--- config.mk ---
export PLATFORM = sky130hd
export DESIGN_NAME = fwd_hazard_unit
export DESIGN_NICKNAME = d
export VERILOG_FILES = /design/src/rtl/fwd_hazard_unit.sv
export SDC_FILE = /design/constraint.sdc
export NUM_CORES = 1
export LEC_CHECK = 0
export ABC_AREA = 1
export CAP_MARGIN = 20
export CORE_AREA = 10 10 176 178
export CTS_CLUSTER_SIZE = 8
export DETAILED_ROUTE_END_ITERATION = 12
export DIE_AREA = 0 0 186 188
export PLACE_DENSITY_LB_ADDON = 0.1
export SYNTH_ARGS = -nofsm -noshare
export SYNTH_HDL_FRONTEND = slang
export SYNTH_SLANG_ARGS = --single-unit
--- constraint.sdc ---
create_clock -name clk -period 3.2 [get_ports clk]
set_clock_uncertainty 0.15 [all_clocks]
set_input_delay 0.96 -clock clk [delete_from_list [all_inputs] [get_ports clk]]
set_output_delay 0.96 -clock clk [all_outputs]
set_load 0.01 [all_outputs]
--- src/rtl/fwd_hazard_unit.sv ---
// rtl/fwd_hazard_unit.sv - operand forwarding, load-use stall and redirect flush control
//
// Purpose: selects forwarded rs1/rs2 operands for the DE stage from the EXE, ACC
// and WB stages, raises a load-use stall, holds a flush window after a redirect
// and counts stall cycles.
//
// Ports:
//   clk, rst_n                      clock (rising edge), async active-low reset
//   instr_de/exe/acc/wb             32-bit instruction per stage
//   valid_de/exe/acc/wb             stage holds a live instruction
//   data_a_de, data_b_de            register-file rs1/rs2 values
//   alu_out_exe, pc_exe             EXE result and PC
//   alu_out_acc, dmem_out_acc,
//   pc_4_acc                        ACC results
//   data_d_wb                       WB write data
//   redirect_exe                    branch/jump resolved in EXE
//   data_a_mgr, data_b_mgr          operands after forwarding
//   hazard_a, hazard_b              operand was forwarded
//   stall, flush                    pipeline control
//   stall_cnt                       saturating stall-cycle counter
module fwd_hazard_unit #(
    parameter int XLEN         = 32,
    parameter int FLUSH_CYCLES = 2,
    parameter int CNT_W        = 16
) (
    input  logic             clk,
    input  logic             rst_n,
    input  logic [31:0]      instr_de,
    input  logic [31:0]      instr_exe,
    input  logic [31:0]      instr_acc,
    input  logic [31:0]      instr_wb,
    input  logic             valid_de,
    input  logic             valid_exe,
    input  logic             valid_acc,
    input  logic             valid_wb,
    input  logic [XLEN-1:0]  data_a_de,
    input  logic [XLEN-1:0]  data_b_de,
    input  logic [XLEN-1:0]  alu_out_exe,
    input  logic [XLEN-1:0]  pc_exe,
    input  logic [XLEN-1:0]  alu_out_acc,
    input  logic [XLEN-1:0]  dmem_out_acc,
    input  logic [XLEN-1:0]  pc_4_acc,
    input  logic [XLEN-1:0]  data_d_wb,
    input  logic             redirect_exe,
    output logic [XLEN-1:0]  data_a_mgr,
    output logic [XLEN-1:0]  data_b_mgr,
    output logic             hazard_a,
    output logic             hazard_b,
    output logic             stall,
    output logic             flush,
    output logic [CNT_W-1:0] stall_cnt
);

    localparam logic [6:0] OP_LUI    = 7'b0110111;
    localparam logic [6:0] OP_AUIPC  = 7'b0010111;
    localparam logic [6:0] OP_JAL    = 7'b1101111;
    localparam logic [6:0] OP_JALR   = 7'b1100111;
    localparam logic [6:0] OP_LOAD   = 7'b0000011;
    localparam logic [6:0] OP_OPIMM  = 7'b0010011;
    localparam logic [6:0] OP_OP     = 7'b0110011;
    localparam logic [6:0] OP_BRANCH = 7'b1100011;
    localparam logic [6:0] OP_STORE  = 7'b0100011;

    localparam logic [0:0] ST_RUN   = 1'b0;
    localparam logic [0:0] ST_FLUSH = 1'b1;
    localparam logic [2:0] FCNT_RELOAD = 3'(FLUSH_CYCLES);

    function automatic logic is_writer(input logic [6:0] op);
        return (op == OP_LUI) || (op == OP_AUIPC) || (op == OP_JAL) || (op == OP_JALR) ||
               (op == OP_LOAD) || (op == OP_OPIMM) || (op == OP_OP);
    endfunction

    function automatic logic is_link(input logic [6:0] op);
        return (op == OP_JAL) || (op == OP_JALR);
    endfunction

    // DE source decode
    logic [6:0] op_de;
    logic [4:0] rs1_de, rs2_de;
    logic       rs1_used, rs2_used;
    assign op_de    = instr_de[6:0];
    assign rs1_de   = instr_de[19:15];
    assign rs2_de   = instr_de[24:20];
    assign rs1_used = !((op_de == OP_LUI) || (op_de == OP_AUIPC) || (op_de == OP_JAL));
    assign rs2_used = (op_de == OP_BRANCH) || (op_de == OP_STORE) || (op_de == OP_OP);

    // Producer decode: a stage is a candidate only if live, a writer and rd != x0
    logic [6:0] op_exe, op_acc, op_wb;
    logic [4:0] rd_exe, rd_acc, rd_wb;
    logic       wr_exe, wr_acc, wr_wb;
    assign op_exe = instr_exe[6:0];
    assign op_acc = instr_acc[6:0];
    assign op_wb  = instr_wb[6:0];
    assign rd_exe = instr_exe[11:7];
    assign rd_acc = instr_acc[11:7];
    assign rd_wb  = instr_wb[11:7];
    assign wr_exe = valid_exe && is_writer(op_exe) && (rd_exe != 5'd0);
    assign wr_acc = valid_acc && is_writer(op_acc) && (rd_acc != 5'd0);
    assign wr_wb  = valid_wb  && is_writer(op_wb)  && (rd_wb  != 5'd0);

    logic [XLEN-1:0] val_exe, val_acc;
    assign val_exe = is_link(op_exe) ? (pc_exe + XLEN'(4)) : alu_out_exe;
    assign val_acc = (op_acc == OP_LOAD) ? dmem_out_acc :
                     is_link(op_acc)     ? pc_4_acc     : alu_out_acc;

    // Priority EXE > ACC > WB, resolved separately per operand
    always_comb begin
        data_a_mgr = data_a_de;
        hazard_a   = 1'b0;
        if (rs1_used && wr_exe && (rd_exe == rs1_de)) begin
            data_a_mgr = val_exe;
            hazard_a   = 1'b1;
        end else if (rs1_used && wr_acc && (rd_acc == rs1_de)) begin
            data_a_mgr = val_acc;
            hazard_a   = 1'b1;
        end else if (rs1_used && wr_wb && (rd_wb == rs1_de)) begin
            data_a_mgr = data_d_wb;
            hazard_a   = 1'b1;
        end
    end

    always_comb begin
        data_b_mgr = data_b_de;
        hazard_b   = 1'b0;
        if (rs2_used && wr_exe && (rd_exe == rs2_de)) begin
            data_b_mgr = val_exe;
            hazard_b   = 1'b1;
        end else if (rs2_used && wr_acc && (rd_acc == rs2_de)) begin
            data_b_mgr = val_acc;
            hazard_b   = 1'b1;
        end else if (rs2_used && wr_wb && (rd_wb == rs2_de)) begin
            data_b_mgr = data_d_wb;
            hazard_b   = 1'b1;
        end
    end

    // Load-use is judged against EXE alone so older matches cannot hide it
    logic load_use;
    assign load_use = valid_de && wr_exe && (op_exe == OP_LOAD) &&
                      ((rs1_used && (rd_exe == rs1_de)) || (rs2_used && (rd_exe == rs2_de)));

    logic [0:0] state_q, state_d;
    logic [2:0] fcnt_q, fcnt_d;

    assign flush = (state_q == ST_FLUSH);
    // The instruction being stalled is about to be killed anyway during a redirect
    assign stall = rst_n && load_use && !flush && !redirect_exe;

    always_comb begin
        state_d = state_q;
        fcnt_d  = fcnt_q;
        if (redirect_exe) begin
            state_d = ST_FLUSH;
            fcnt_d  = FCNT_RELOAD;
        end else if (state_q == ST_FLUSH) begin
            fcnt_d = fcnt_q - 3'd1;
            if (fcnt_q <= 3'd1) begin
                state_d = ST_RUN;
                fcnt_d  = 3'd0;
            end
        end
    end

    logic [CNT_W-1:0] stall_cnt_q, stall_cnt_d;
    assign stall_cnt = stall_cnt_q;

    always_comb begin
        stall_cnt_d = stall_cnt_q;
        if (stall && (stall_cnt_q != {CNT_W{1'b1}})) begin
            stall_cnt_d = stall_cnt_q + CNT_W'(1);
        end
    end

    always_ff @(posedge clk or negedge rst_n) begin
        if (!rst_n) begin
            state_q     <= ST_RUN;
            fcnt_q      <= 3'd0;
            stall_cnt_q <= '0;
        end else begin
            state_q     <= state_d;
            fcnt_q      <= fcnt_d;
            stall_cnt_q <= stall_cnt_d;
        end
    end

    logic unused_instr_bits;
    assign unused_instr_bits = ^{instr_de[31:25], instr_de[14:7], instr_exe[31:12],
                                 instr_acc[31:12], instr_wb[31:12]};

endmodule

# Word-level counts from Yosys, hierarchy flattened

Cells that the tools add are included.

Register bits: 20
Input bits: 391
Output and inout bits: 84
Logic and storage cells: 121

Add/sub/neg operators: 3
Magnitude comparators: 1
Equal/unequal tests: 34
Multiplexer cells: 21
Reduce and logical (&&, ||, !) cells: 59

Operators with widths:

| kind                  | count |
|---|---|
| $mux 32               | 9 |
| $eq 7x6->1 const B    | 9 |
| $eq 7x7->1 const B    | 8 |
| $eq 7x5->1 const B    | 7 |
| $add 32x3->32 const B | 1 |
| $eq 5x5->1            | 6 |
| $logic_and 1x1->1     | 27 |
| $logic_or 1x1->1      | 25 |
| $eq 7x2->1 const B    | 3 |
| $add 16x1->16 const B | 1 |
| $ne 16x16->1 const B  | 1 |
| $reduce_bool 5->1     | 3 |
| $mux 1                | 9 |
| $mux 3                | 3 |
| $le 3x1->1 const B    | 1 |
| $logic_not 1->1       | 3 |
| $sub 3x1->3 const B   | 1 |
| $reduce_bool 2->1     | 1 |

# Logic depth before layout (Yosys ltp)

Gate-level depths: netlist of the first run.

Depth in word-level cells: 16
Mapped depth: 14
Mapped depth without buffers: 13

# Least setup slack after synthesis of the first run

OpenSTA, ideal clock, no wires.

Path kind: in2out
Start point: input pc_exe[2]
End point: output data_a_mgr[16]
Arrival: 2.197 ns
Data required time: 2.090 ns
Slack: -0.107 ns
Stages: 11
Buffers on the path: 0
Cells stage by stage: ha_1 -> nand3_1 -> inv_1 -> nand2_2 -> nor2_4 -> nand2_1 -> xnor2_1 -> nand2_1 -> nand2_1 -> nor2_1 -> a21oi_1

Word-level cells in the longest chain between the ends: 3

Ends and longest elaborated chain:

| element            | line | source |
|---|---|---|
| start: declaration | 39   | `input logic [XLEN-1:0] pc_exe,` |
| $add 32x3->32      | 102  | `assign val_exe = is_link(op_exe) ? (pc_exe + XLEN'(4)) : alu_out_exe;` |
| $mux 32            | 102  |  |
| $mux 32            | 110  | `if (rs1_used && wr_exe && (rd_exe == rs1_de)) begin` |
| end: declaration   | 45   | `output logic [XLEN-1:0] data_a_mgr,` |

Every way passes these cells.

# Worst setup path in the final report of the first run

Start point: input instr_de[21]
End point: output data_b_mgr[28]

Word-level cells in the longest chain between the ends: 5
Elaborated cells on any way between the ends: 9
Those cells by class: eq/ne: 3; mux: 3; reduce/logical: 3

Ends and longest elaborated chain:

| element            | line | source |
|---|---|---|
| start: declaration | 28   | `input logic [31:0] instr_de,` |
| $eq 5x5->1         | 131  | `end else if (rs2_used && wr_wb && (rd_wb == rs2_de)) begin` |
| $logic_and 1x1->1  | 131  |  |
| $mux 32            | 131  |  |
| $mux 32            | 128  | `end else if (rs2_used && wr_acc && (rd_acc == rs2_de)) begin` |
| $mux 32 *          | 125  | `if (rs2_used && wr_exe && (rd_exe == rs2_de)) begin` |
| end: declaration   | 46   | `output logic [XLEN-1:0] data_b_mgr,` |

Every way passes the cells marked *; elsewhere a longest branch is shown, timed or not.

==> tab_implementation.tex, run 1 <==
\begin{tabular}{lr}
\hline
Metric & Value \\
\hline
\multicolumn{2}{l}{\textbf{Floorplanning}} \\
\quad \# rows & 61 \\
\quad Vertical die dimension & 188 um \\
\quad Initial Utilization & 0.220 \\
\quad Number of top-level pins & 475 \\
\quad Full die area & 35,000 um\^{}2 \\
\quad Horizontal die dimension & 186 um \\
\quad Core Region & 27,500 um\^{}2 \\
\multicolumn{2}{l}{\textbf{Logic synthesis}} \\
\quad Gate Count Post-Synth & 1,186 \\
\quad Primary FF master, synth & dfrtp\_1 \\
\quad Number of warning messages in the yosys log & 0 \\
\quad Distinct cells, synth & 42 \\
\quad Asr flop ratio synth & 1.00 \\
\quad Average instance area after synthesis & 5.09 um\^{}2 \\
\quad Netlist area before placement & 6030 um\^{}2 \\
\quad Synthesized Nets & 1,581 \\
\quad Number of synthesized flops with an enable pin & 0 \\
\quad Sequential cell area fraction in the yosys report & 0.0830 \\
\quad Seq cells post-synth & 20 \\
\multicolumn{2}{l}{\textbf{GRT}} \\
\quad Antenna violations before repair & 8 \\
\quad Total routing usage reported by global routing & 0.252 \\
\quad Number of global-route vias before repair & 11.0k \\
\quad Wire length of the first global-routing pass & 68.0 mm \\
\quad GRT Residual Overflow & 0 \\
\quad Largest net degree at the start of global routing & 31 \\
\multicolumn{2}{l}{\textbf{Worst setup path}} \\
\quad Critical path launch point type & primary input \\
\quad R2r startpoint & stall\_cnt[0] \\
\quad Count of cells along the worst register-to-register path & 10 \\
\quad Data required, critical path & 2.09 ns \\
\quad Start-to-end type of the worst setup path & primary input to primary output \\
\quad Critical Path End Type & primary output \\
\quad Reg-to-reg endpoint & stall\_cnt[14] \\
\quad WP data arrival & 2.61 ns \\
\quad Reg-to-reg slack, setup & 1.06 ns \\
\quad Worst-path fanout max & 7 \\
\multicolumn{2}{l}{\textbf{Clocking}} \\
\quad Clock latency at the later pin of the worst-skew pair & 0.26 ns \\
\quad CTS clock-pin slew for the worst setup and hold paths & 0.06 ns \\
\quad Number of buffers between clock root and the deepest sink & 2 \\
\quad Level count of the clock H-tree & 1 \\
\quad CTS tree & yes \\
\quad Cell at the root of the clock tree & clkbuf\_16 \\
\quad Number of buffers added by the clock tree synthesis step & 3 \\
\quad Clk sink count & 20 \\
\multicolumn{2}{l}{\textbf{Drt}} \\
\quad Number of design-rule violations left by the first detailed-router iteration & 615 \\
\quad WL met3 & 4.28 mm \\
\quad Met2 Wirelength & 23.9 mm \\
\quad Post-Route M1 WL & 18.6 mm \\
\quad Highest routed layer & met5 \\
\quad DRC Markers & 0 \\
\quad Number of nets still failing antenna checks after routing & 0 \\
\quad Number of optimization iterations in the first detailed-route pass & 5 \\
\quad Vias after detailed routing & 10.7k \\
\quad Final WL & 48.3 mm \\
\quad Vias per std cell & 4.96 \\
\quad Routed wirelength normalized by instance count & 22.5 um \\
\multicolumn{2}{l}{\textbf{Power and ir drop}} \\
\quad Switching Fraction & 0.363 \\
\quad Maximum VDD drop & 0.000166 V \\
\quad Leakage dissipation & 7.21 nW \\
\quad Part of the power in combinational logic & 0.680 \\
\quad Clock network power share & 0.173 \\
\quad PwrDens & 127 nW/um\^{}2 \\
\quad Switching Power & 0.727 mW \\
\quad Portion of total power attributed to sequential cells & 0.147 \\
\quad Internal power & 1.28 mW \\
\multicolumn{2}{l}{\textbf{STA}} \\
\quad Part of the cycle the worst path needs & 1.16 \\
\quad Minimum clock period & 3.72 ns \\
\quad Transition at the pin with the smallest max-transition slack & 0.451 ns \\
\quad Setup total negative slack & -29.23 ns \\
\quad Slew margin rel. & 0.696 \\
\quad Least setup slack across all paths after layout & -0.522 ns \\
\quad Setup repair after global routing missed its margin & yes \\
\quad Final hold violation count & 0 \\
\quad Number of endpoints failing setup at the final stage & 67 \\
\quad Slew Limit Fails & 0 \\
\quad Fmax & 0.269 GHz \\
\multicolumn{2}{l}{\textbf{Min path}} \\
\quad Hold\_sp & fcnt\_q[1] \\
\quad End of the worst hold path & fcnt\_q[1] \\
\quad Count of cells along the worst hold path & 2 \\
\quad Kind of path behind the tightest hold check & register to register \\
\multicolumn{2}{l}{\textbf{Placed design}} \\
\quad Final HPWL DP & 34.9 mm \\
\quad Total of buffers placed on input and output ports & 399 \\
\quad Placed inst area & 11,800 um\^{}2 \\
\quad Final weighted congestion of routability-driven global placement & 0.936 \\
\multicolumn{2}{l}{\textbf{Final layout}} \\
\quad Area growth from synthesis to layout & 162\% \\
\quad Fraction of layout cells with a size suffix above 1 & 0.483 \\
\quad Number of fill cells in the layout & 2,653 \\
\quad Layout Nets & 2,196 \\
\quad Cell area after layout & 15,800 um\^{}2 \\
\multicolumn{2}{l}{\textbf{Run}} \\
\quad Max-cap viol count & 0 \\
\multicolumn{2}{l}{\textbf{Status}} \\
\quad Result of the run & finished, violations left \\
\quad Violations in the final reports & setup timing \\
\hline
\end{tabular}
cells in the mapped netlist, types with 2 or more instances:
cell type / number / area share
or2_0: 5 / 0.0052
buf_1: 5 / 0.0031
nor2_1: 97 / 0.060
o211ai_1: 12 / 0.015
dfrtp_1: 20 / 0.083
a21boi_0: 3 / 0.0037
xor2_1: 19 / 0.028
or2_2: 25 / 0.026
nand4_1: 17 / 0.018
clkbuf_1: 11 / 0.0068
a31oi_1: 16 / 0.017
xnor2_1: 29 / 0.042
buf_4: 3 / 0.0037
o21ai_1: 9 / 0.0075
a21oi_1: 44 / 0.037
nor2_2: 5 / 0.0052
buf_2: 37 / 0.031
nand2_2: 5 / 0.0052
o21bai_1: 2 / 0.0025
ha_1: 4 / 0.0083
mux2i_1: 6 / 0.010
nor4_1: 2 / 0.0021
nand3_2: 3 / 0.0050
o21ai_0: 23 / 0.019
nand3b_1: 13 / 0.016
inv_1: 107 / 0.067
nand3_1: 206 / 0.17
nor3_1: 14 / 0.012
nor2_4: 4 / 0.0075
inv_2: 5 / 0.0031
nand2_1: 424 / 0.26
sequential cells by signal, summed over array words and instances (netlist names):
name and flops:
flush 1, stall_cnt 16, fcnt_q 3
cell type report:
type,instances,area (um^2),share of cell area
diodes,4,10.0,0.000634
clock buffers,3,75.1,0.00476
flip-flops and latches,20,500,0.0317
multi-input cells,998,7290,0.462
clock inverters,1,30.0,0.00190
inverters,112,480,0.0304
well taps,346,433,0.0274
repair buffers,666,6970,0.441
cell families (layout without fill, tap and decap cells):
kind of cell    Yosys count  after routing  synth area share
mux                       6              6           0.00996
compound gates          114            114             0.109
flops                    20             20            0.0830
xor+xnor                 48             48            0.0697
other cells               0              4                 0
fa+ha+maj                 4              4           0.00830
simple gates            825            826             0.604
buf+inv                 169            782             0.116
worst max-delay path, cell delays in order:
cell	delay [ns]
buf_8	0.11
xor2_2	0.17
nor2_1	0.13
nand4_1	0.22
nor2_4	0.22
nand2_8	0.14
buf_6	0.16
or2_0	0.19
nand3_1	0.11
nand2_2	0.08
buf_6	0.12
power by group through the flow:
stage	registers, mW	clock network (mW)	logic, mW
floorplan	0.297	0	0.348
detailed placement	0.298	0	1.10
finish	0.295	0.346	1.36
CTS	0.294	0.355	1.26
global route	0.297	0.368	1.45
global placement	0.298	0	1.09
layout by cell type, fill, tap and decap left out, types with 12 or more instances in the layout:
master / count
a21oi_2: 25
a21oi_4: 14
buf_12: 43
buf_16: 19
buf_2: 53
buf_4: 162
buf_6: 98
buf_8: 12
clkdlybuf4s50_1: 248
dfrtp_1: 20
inv_1: 85
inv_2: 16
nand2_1: 295
nand2_2: 82
nand2_4: 50
nand3_1: 89
nand3_2: 106
nand3_4: 14
nand3b_1: 13
nand4_1: 17
nor2_1: 49
nor2_2: 19
nor2_4: 38
o211ai_1: 12
o21ai_0: 17
or2_4: 14
xnor2_2: 12
xor2_1: 15
worst max-delay path by stage:
stage                      start             end  slack, ns
CTS                  instr_de[5]  data_b_mgr[26]      -0.45
detailed placement  instr_acc[4]  data_b_mgr[20]      -1.38
floorplan           instr_acc[1]  data_b_mgr[25]      -0.01
global route         instr_wb[7]  data_b_mgr[16]      -0.57
global placement       pc_exe[2]  data_a_mgr[10]      -1.37
finish              instr_de[21]  data_b_mgr[28]      -0.52
through the flow:
step            util  instances  hold slack [ns]  total power [mW]  setup WS [ns]
2_1_floorplan      -       1186            0.309             0.645        -0.0106
3_3_place_gp   0.430       2037            0.325              1.39          -1.37
3_5_place_dp   0.430       2037            0.327              1.40          -1.38
4_1_cts        0.542       2132            0.341              1.91         -0.451
5_1_grt        0.574       2150            0.385              2.12         -0.573
6_report       0.574       2150            0.343              2.00         -0.522
layer usage:
layer | vias up | track usage
met4 | 8 | 0.0561
li1 | 5110 | -
met1 | 5012 | 0.286
met3 | 93 | 0.0679
met5 | - | 0
met2 | 451 | 0.456
timing repair:
action | 4_1_cts | 5_1_grt
gates resized for setup | 1098 | 217
pin swaps | 192 | 133
hold buffers | 0 | 0
cloned | 27 | 6
setup buffers | 69 | 20
setup endpoints to repair | 67 | 78
(Power assumes the default switching activity.)
==> inputs of run 2 (changes only) <==
--- a/config.mk
+++ b/config.mk
@@ -8,7 +8,6 @@
 export ABC_AREA = 1
 export CAP_MARGIN = 20
 export CORE_AREA = 10 10 176 178
-export CTS_CLUSTER_SIZE = 8
 export DETAILED_ROUTE_END_ITERATION = 12
 export DIE_AREA = 0 0 186 188
 export PLACE_DENSITY_LB_ADDON = 0.1
==> constraint.sdc (replaced) <==
create_clock -name clk -period 3.9 [get_ports clk]
set_clock_uncertainty 0.15 [all_clocks]
set_input_delay 1.17 -clock clk [delete_from_list [all_inputs] [get_ports clk]]
set_output_delay 1.17 -clock clk [all_outputs]
set_load 0.01 [all_outputs]
==> tab_implementation.tex, run 2 (synthesis results as in run 1) <==
\begin{tabular}{lr}
\hline
Metric & Value \\
\hline
\multicolumn{2}{l}{\textbf{Drt}} \\
\quad DRC Markers & 0 \\
\quad Final WL & 48.0 mm \\
\quad Vias per std cell & 4.95 \\
\quad Number of design-rule violations left by the first detailed-router iteration & 571 \\
\quad Number of optimization iterations in the first detailed-route pass & 5 \\
\quad Routed wirelength normalized by instance count & 22.3 um \\
\quad Vias after detailed routing & 10.6k \\
\quad Number of nets still failing antenna checks after routing & 0 \\
\multicolumn{2}{l}{\textbf{STA}} \\
\quad Slew margin rel. & 0.660 \\
\quad Worst hold slack across all endpoints & 0.348 ns \\
\quad Transition at the pin with the smallest max-transition slack & 0.504 ns \\
\quad Final hold violation count & 0 \\
\quad Setup total negative slack & -7.25 ns \\
\quad Least setup slack across all paths after layout & -0.188 ns \\
\quad Fmax & 0.245 GHz \\
\quad Minimum clock period & 4.09 ns \\
\quad Setup repair after global routing missed its margin & yes \\
\quad Number of endpoints failing setup at the final stage & 65 \\
\quad Slew Limit Fails & 0 \\
\quad Part of the cycle the worst path needs & 1.05 \\
\multicolumn{2}{l}{\textbf{Status}} \\
\quad Violations in the final reports & setup timing \\
\quad Result of the run & finished, violations left \\
\multicolumn{2}{l}{\textbf{GRT}} \\
\quad Largest net degree at the start of global routing & 24 \\
\quad Wire length of the first global-routing pass & 69.0 mm \\
\quad Total routing usage reported by global routing & 0.257 \\
\quad Number of global-route vias before repair & 11.2k \\
\quad GRT Residual Overflow & 0 \\
\quad Antenna violations before repair & 5 \\
\multicolumn{2}{l}{\textbf{Final layout}} \\
\quad Commonest cells after routing, fill and taps aside & nand2\_1, clkdlybuf4s50\_1, buf\_4, nand3\_2 \\
\quad Max reg flops & 16 \\
\quad Cell area after layout & 15,300 um\^{}2 \\
\quad Layout Nets & 2,196 \\
\quad Fraction of layout cells with a size suffix above 1 & 0.485 \\
\quad Number of fill cells in the layout & 2,692 \\
\quad Leading cell type in the layout, fill and taps excluded & nand2\_1 \\
\quad Area growth from synthesis to layout & 153\% \\
\multicolumn{2}{l}{\textbf{Worst setup path}} \\
\quad Count of cells along the worst register-to-register path & 10 \\
\quad Worst path max stage delay & 0.23 ns \\
\quad Reg-to-reg endpoint & stall\_cnt[14] \\
\quad Critical path's most frequent cell & nand3\_4 \\
\quad R2r startpoint & stall\_cnt[0] \\
\quad Crit path cell chain & buf\_2 -> nand3\_4 -> nor2\_4 -> inv\_2 -> nand3\_4 -> nand3\_4 -> nor2\_4 -> clkinv\_4 -> buf\_12 -> buf\_8 -> nand3\_4 -> nand3\_2 -> nand2\_1 -> buf\_2 \\
\quad Worst-path fanout max & 6 \\
\quad Worst setup path startpoint & instr\_acc[5] \\
\quad Critical Path End Type & primary output \\
\quad Critical path launch point type & primary input \\
\quad Max stage delay cell, worst path & nor2\_4 \\
\quad Start-to-end type of the worst setup path & primary input to primary output \\
\quad Data required, critical path & 2.58 ns \\
\quad Reg-to-reg slack, setup & 1.55 ns \\
\quad WP data arrival & 2.77 ns \\
\multicolumn{2}{l}{\textbf{Floorplanning}} \\
\quad Horizontal die dimension & 186 um \\
\quad Full die area & 35,000 um\^{}2 \\
\quad Vertical die dimension & 188 um \\
\quad Core Region & 27,500 um\^{}2 \\
\quad \# rows & 61 \\
\quad Initial Utilization & 0.220 \\
\quad Number of top-level pins & 475 \\
\multicolumn{2}{l}{\textbf{Clocking}} \\
\quad CTS tree & yes \\
\quad Hold-fix buffer count after cts & 0 \\
\quad Cell at the root of the clock tree & clkbuf\_16 \\
\quad Number of buffers between clock root and the deepest sink & 2 \\
\quad Clock latency at the later pin of the worst-skew pair & 0.26 ns \\
\quad Level count of the clock H-tree & 1 \\
\quad Number of buffers added by the clock tree synthesis step & 3 \\
\quad Clk sink count & 20 \\
\quad CTS clock-pin slew for the worst setup and hold paths & 0.06 ns \\
\multicolumn{2}{l}{\textbf{Min path}} \\
\quad Hold\_sp & fcnt\_q[1] \\
\quad Count of cells along the worst hold path & 2 \\
\quad Kind of path behind the tightest hold check & register to register \\
\quad End of the worst hold path & fcnt\_q[1] \\
\multicolumn{2}{l}{\textbf{Placed design}} \\
\quad Pre-CTS setup slack & -1.12 ns \\
\quad Final HPWL DP & 36.8 mm \\
\quad Total of buffers placed on input and output ports & 399 \\
\quad Final weighted congestion of routability-driven global placement & 0.976 \\
\quad Placed inst area & 11,900 um\^{}2 \\
\multicolumn{2}{l}{\textbf{Power and ir drop}} \\
\quad Maximum VDD drop & 0.000212 V \\
\quad Leakage dissipation & 7.22 nW \\
\quad PwrDens & 101 nW/um\^{}2 \\
\quad Overall power consumption & 1.54 mW \\
\multicolumn{2}{l}{\textbf{Run}} \\
\quad Max-cap viol count & 0 \\
\hline
\end{tabular}
[run 2: cell types whose count changed in the layout (fill, tap and decap cells not counted), sizes merged, moves of 2 or more]
cell           change
inv                -2
clkdlybuf4s15      -2
bufbuf             +4
buf                -3
clkbuf             +4
[run 2: how the worst max path moves through the flow]
stage | end | slack, ns | cells past startpoint
after floorplan | data_a_mgr[16] | 0.17 | 11
after global placement | data_b_mgr[29] | -1.09 | 12
after detailed placement | data_b_mgr[29] | -1.12 | 12
after CTS | data_b_mgr[24] | -0.21 | 14
after global routing | data_a_mgr[13] | -0.28 | 15
final | data_a_mgr[13] | -0.19 | 14
[run 2: routing by layer]
| metal | wire [um] | global-route usage | vias to the layer above |
|---|---|---|---|
| met2 | 24000 | 0.457 | 428 |
| met5 | 0 | 0 | - |
| met1 | 18100 | 0.290 | 5016 |
| li1 | - | - | 5106 |
| met4 | 2000 | 0.107 | 0 |
| met3 | 3870 | 0.0510 | 93 |
[run 2: cell type report]
class / instances / area [um^2] / share of cell area
flip-flops and latches: 20 / 500 / 0.0327
repair buffers: 667 / 6860 / 0.449
inverters: 112 / 464 / 0.0304
clock buffers: 3 / 75.1 / 0.00491
multi-input cells: 997 / 6940 / 0.454
well taps: 346 / 433 / 0.0283
diodes: 5 / 12.5 / 0.000819
[run 2: metrics by stage]
stage	cells	util
after detailed placement	2064	0.432
after floorplan	1186	-
final	2150	0.556
after global routing	2150	0.556
after CTS	2134	0.527
after global placement	2064	0.432
[run 2: timing repair]
action | CTS | global route
gates resized for setup | 1093 | 237
cloned | 20 | 3
pin swaps | 197 | 139
setup buffers | 56 | 17
endpoints found under the setup margin | 67 | 67
[run 2: where the power goes]
group	total [mW]	leakage (nW)	internal [mW]	switching [mW]
Combinational	1.08	6.93	0.602	0.479
Clock	0.217	0.0370	0.136	0.0813
Sequential	0.242	0.261	0.226	0.0159
Total	1.54	7.22	0.964	0.576
[run 2: worst max-delay path: cells and delay by family]
family / cells / cell delay, ns
AND/OR/NAND/NOR: 8 / 0.83
buffers and inverters: 6 / 0.78
==> inputs of run 3 (changes only) <==
--- a/config.mk
+++ b/config.mk
@@ -8,8 +8,10 @@
 export ABC_AREA = 1
 export CAP_MARGIN = 20
 export CORE_AREA = 10 10 176 178
+export CTS_CLUSTER_DIAMETER = 150
 export DETAILED_ROUTE_END_ITERATION = 12
 export DIE_AREA = 0 0 186 188
+export MAX_ROUTING_LAYER = met4
 export PLACE_DENSITY_LB_ADDON = 0.1
 export SYNTH_ARGS = -nofsm -noshare
 export SYNTH_HDL_FRONTEND = slang
==> tab_implementation.tex, run 3 (synthesis results as in run 1) <==
\begin{tabular}{lr}
\hline
Metric & Value \\
\hline
\multicolumn{2}{l}{\textbf{Power and ir drop}} \\
\quad Overall power consumption & 1.59 mW \\
\quad PwrDens & 101 nW/um\^{}2 \\
\quad Clock network power share & 0.150 \\
\quad Switching Power & 0.586 mW \\
\quad Leakage dissipation & 7.32 nW \\
\quad Internal power & 1.00 mW \\
\quad Maximum VDD drop & 0.000200 V \\
\quad Portion of total power attributed to sequential cells & 0.153 \\
\quad Part of the power in combinational logic & 0.698 \\
\quad Switching Fraction & 0.369 \\
\multicolumn{2}{l}{\textbf{Clocking}} \\
\quad CTS tree & yes \\
\quad CTS clock-pin slew for the worst setup and hold paths & 0.06 ns \\
\quad Cell at the root of the clock tree & clkbuf\_16 \\
\quad Clock latency at the later pin of the worst-skew pair & 0.26 ns \\
\quad Clk sink count & 20 \\
\quad Number of buffers between clock root and the deepest sink & 2 \\
\quad Hold-fix buffer count after cts & 0 \\
\quad Level count of the clock H-tree & 1 \\
\quad Number of buffers added by the clock tree synthesis step & 3 \\
\multicolumn{2}{l}{\textbf{Final layout}} \\
\quad Commonest cells after routing, fill and taps aside & nand2\_1, clkdlybuf4s50\_1, buf\_4, buf\_6, nand2\_2 \\
\quad Share of the core filled with cells & 0.571 \\
\quad Max reg flops & 16 \\
\quad Layout Nets & 2,226 \\
\quad Number of fill cells in the layout & 2,626 \\
\quad Fraction of layout cells with a size suffix above 1 & 0.493 \\
\quad Area growth from synthesis to layout & 160\% \\
\quad Number of standard cells in the final layout excluding fillers & 2,177 \\
\quad Sequential standard cell area & 500 um\^{}2 \\
\quad Total area of multi-input combinational cells & 7060 um\^{}2 \\
\quad Leading cell type in the layout, fill and taps excluded & nand2\_1 \\
\multicolumn{2}{l}{\textbf{Worst setup path}} \\
\quad Count of cells along the worst register-to-register path & 10 \\
\quad WP data arrival & 2.80 ns \\
\quad Data required, critical path & 2.58 ns \\
\quad Critical Path End Type & primary output \\
\quad Start-to-end type of the worst setup path & primary input to primary output \\
\quad Worst-path fanout max & 12 \\
\quad Critical path launch point type & primary input \\
\multicolumn{2}{l}{\textbf{Placed design}} \\
\quad DP Cell Count & 2,073 \\
\quad Total of buffers placed on input and output ports & 399 \\
\quad Pre-CTS setup slack & -1.24 ns \\
\quad Final weighted congestion of routability-driven global placement & 0.967 \\
\quad Final HPWL DP & 36.9 mm \\
\multicolumn{2}{l}{\textbf{STA}} \\
\quad Slew Limit Fails & 0 \\
\quad Least setup slack across all paths after layout & -0.220 ns \\
\quad Fmax & 0.243 GHz \\
\quad Setup repair after global routing missed its margin & yes \\
\quad Transition at the pin with the smallest max-transition slack & 0.412 ns \\
\quad Minimum clock period & 4.12 ns \\
\quad Number of endpoints failing setup at the final stage & 65 \\
\quad Final hold violation count & 0 \\
\quad Slew margin rel. & 0.723 \\
\quad Part of the cycle the worst path needs & 1.06 \\
\quad Setup total negative slack & -7.93 ns \\
\multicolumn{2}{l}{\textbf{Drt}} \\
\quad Vias per std cell & 4.88 \\
\quad Final WL & 48.2 mm \\
\quad Number of optimization iterations in the first detailed-route pass & 5 \\
\quad Number of nets still failing antenna checks after routing & 0 \\
\quad Routed wirelength normalized by instance count & 22.1 um \\
\quad Vias after detailed routing & 10.6k \\
\quad DRC Markers & 0 \\
\quad Number of design-rule violations left by the first detailed-router iteration & 559 \\
\multicolumn{2}{l}{\textbf{Floorplanning}} \\
\quad Initial Utilization & 0.220 \\
\quad Number of top-level pins & 475 \\
\quad Full die area & 35,000 um\^{}2 \\
\quad Core Region & 27,500 um\^{}2 \\
\quad Horizontal die dimension & 186 um \\
\quad Vertical die dimension & 188 um \\
\quad \# rows & 61 \\
\multicolumn{2}{l}{\textbf{GRT}} \\
\quad Number of global-route vias before repair & 11.0k \\
\quad GRT Residual Overflow & 0 \\
\quad Total routing usage reported by global routing & 0.269 \\
\quad Wire length of the first global-routing pass & 70.0 mm \\
\quad Antenna violations before repair & 1 \\
\quad Largest net degree at the start of global routing & 24 \\
\multicolumn{2}{l}{\textbf{Status}} \\
\quad Violations in the final reports & setup timing \\
\quad Result of the run & finished, violations left \\
\multicolumn{2}{l}{\textbf{Run}} \\
\quad Max-cap viol count & 0 \\
\multicolumn{2}{l}{\textbf{Min path}} \\
\quad Kind of path behind the tightest hold check & register to register \\
\quad Count of cells along the worst hold path & 2 \\
\hline
\end{tabular}
[run 3: cell count changes in the layout (fill, tap and decap cells not counted), sizes merged]
cell / previous run / this run
bufbuf: 4 / 1
buf: 384 / 415
dlymetal6s2s: 1 / 3
diode: 5 / 1
clkinvlp: 1 / 0
clkdlybuf4s50: 247 / 245
inv: 110 / 112
clkinv: 1 / 0
clkdlybuf4s15: 9 / 20
dlygate4sd2: 7 / 6
clkbuf: 18 / 11
[run 3: worst paths after layout]
path	slack, ns	to	from
min reg2reg	0.35	fcnt_q[1]	fcnt_q[1]
max	-0.22	data_b_mgr[21]	instr_wb[6]
max reg2reg	1.65	stall_cnt[14]	stall_cnt[0]
min in group asynchronous	0.80	fcnt_q[2]	rst_n
min	0.35	fcnt_q[1]	fcnt_q[1]
max in group asynchronous	2.56	stall_cnt[14]	rst_n
[run 3: critical path, cell delays in order]
cell	delay, ns
clkdlybuf4s15_1	0.20
nand2_2	0.10
nand3_4	0.08
a21oi_4	0.23
buf_4	0.16
buf_6	0.09
buf_12	0.14
buf_4	0.14
nand3_1	0.07
nand3_1	0.11
nand3_2	0.10
nand2_2	0.08
buf_6	0.10
[run 3: repair_timing]
item	in CTS	in global routing
pin swaps	193	147
resized for setup	1125	235
gates cloned	21	2
setup endpoints to repair	67	67
buffers inserted	76	15
[run 3: per-stage QoR]
step	instance area (um^2)	hold WS (ns)
5_1_grt	15700	0.376
2_1_floorplan	6030	0.309
3_5_place_dp	11900	0.339
6_report	15700	0.353
4_1_cts	14800	0.354
3_3_place_gp	11900	0.337
[run 3: power by group through the flow]
stage | clock network (mW) | registers (mW) | logic (mW)
after detailed placement | 0 | 0.246 | 0.913
after CTS | 0.241 | 0.243 | 1.05
after floorplan | 0 | 0.244 | 0.277
after global routing | 0.252 | 0.245 | 1.18
after global placement | 0 | 0.245 | 0.911
final | 0.238 | 0.242 | 1.11
[run 3: cell type report]
type	count	share of cell area
Multi-Input combinational cell	997	0.450
Inverter	112	0.0306
Sequential cell	20	0.0319
Tap cell	346	0.0276
Antenna cell	1	0.000160
Clock buffer	4	0.00567
Timing Repair Buffer	697	0.454
[run 3: routing by layer]
metal  vias up  wire length [um]  global-route usage
li1       5162                 -                   -
met1      5021             19100               0.301
met2       387             24600               0.482
met3        63              3130              0.0472
met4         0              1420              0.0627
met5         -                 0                   -
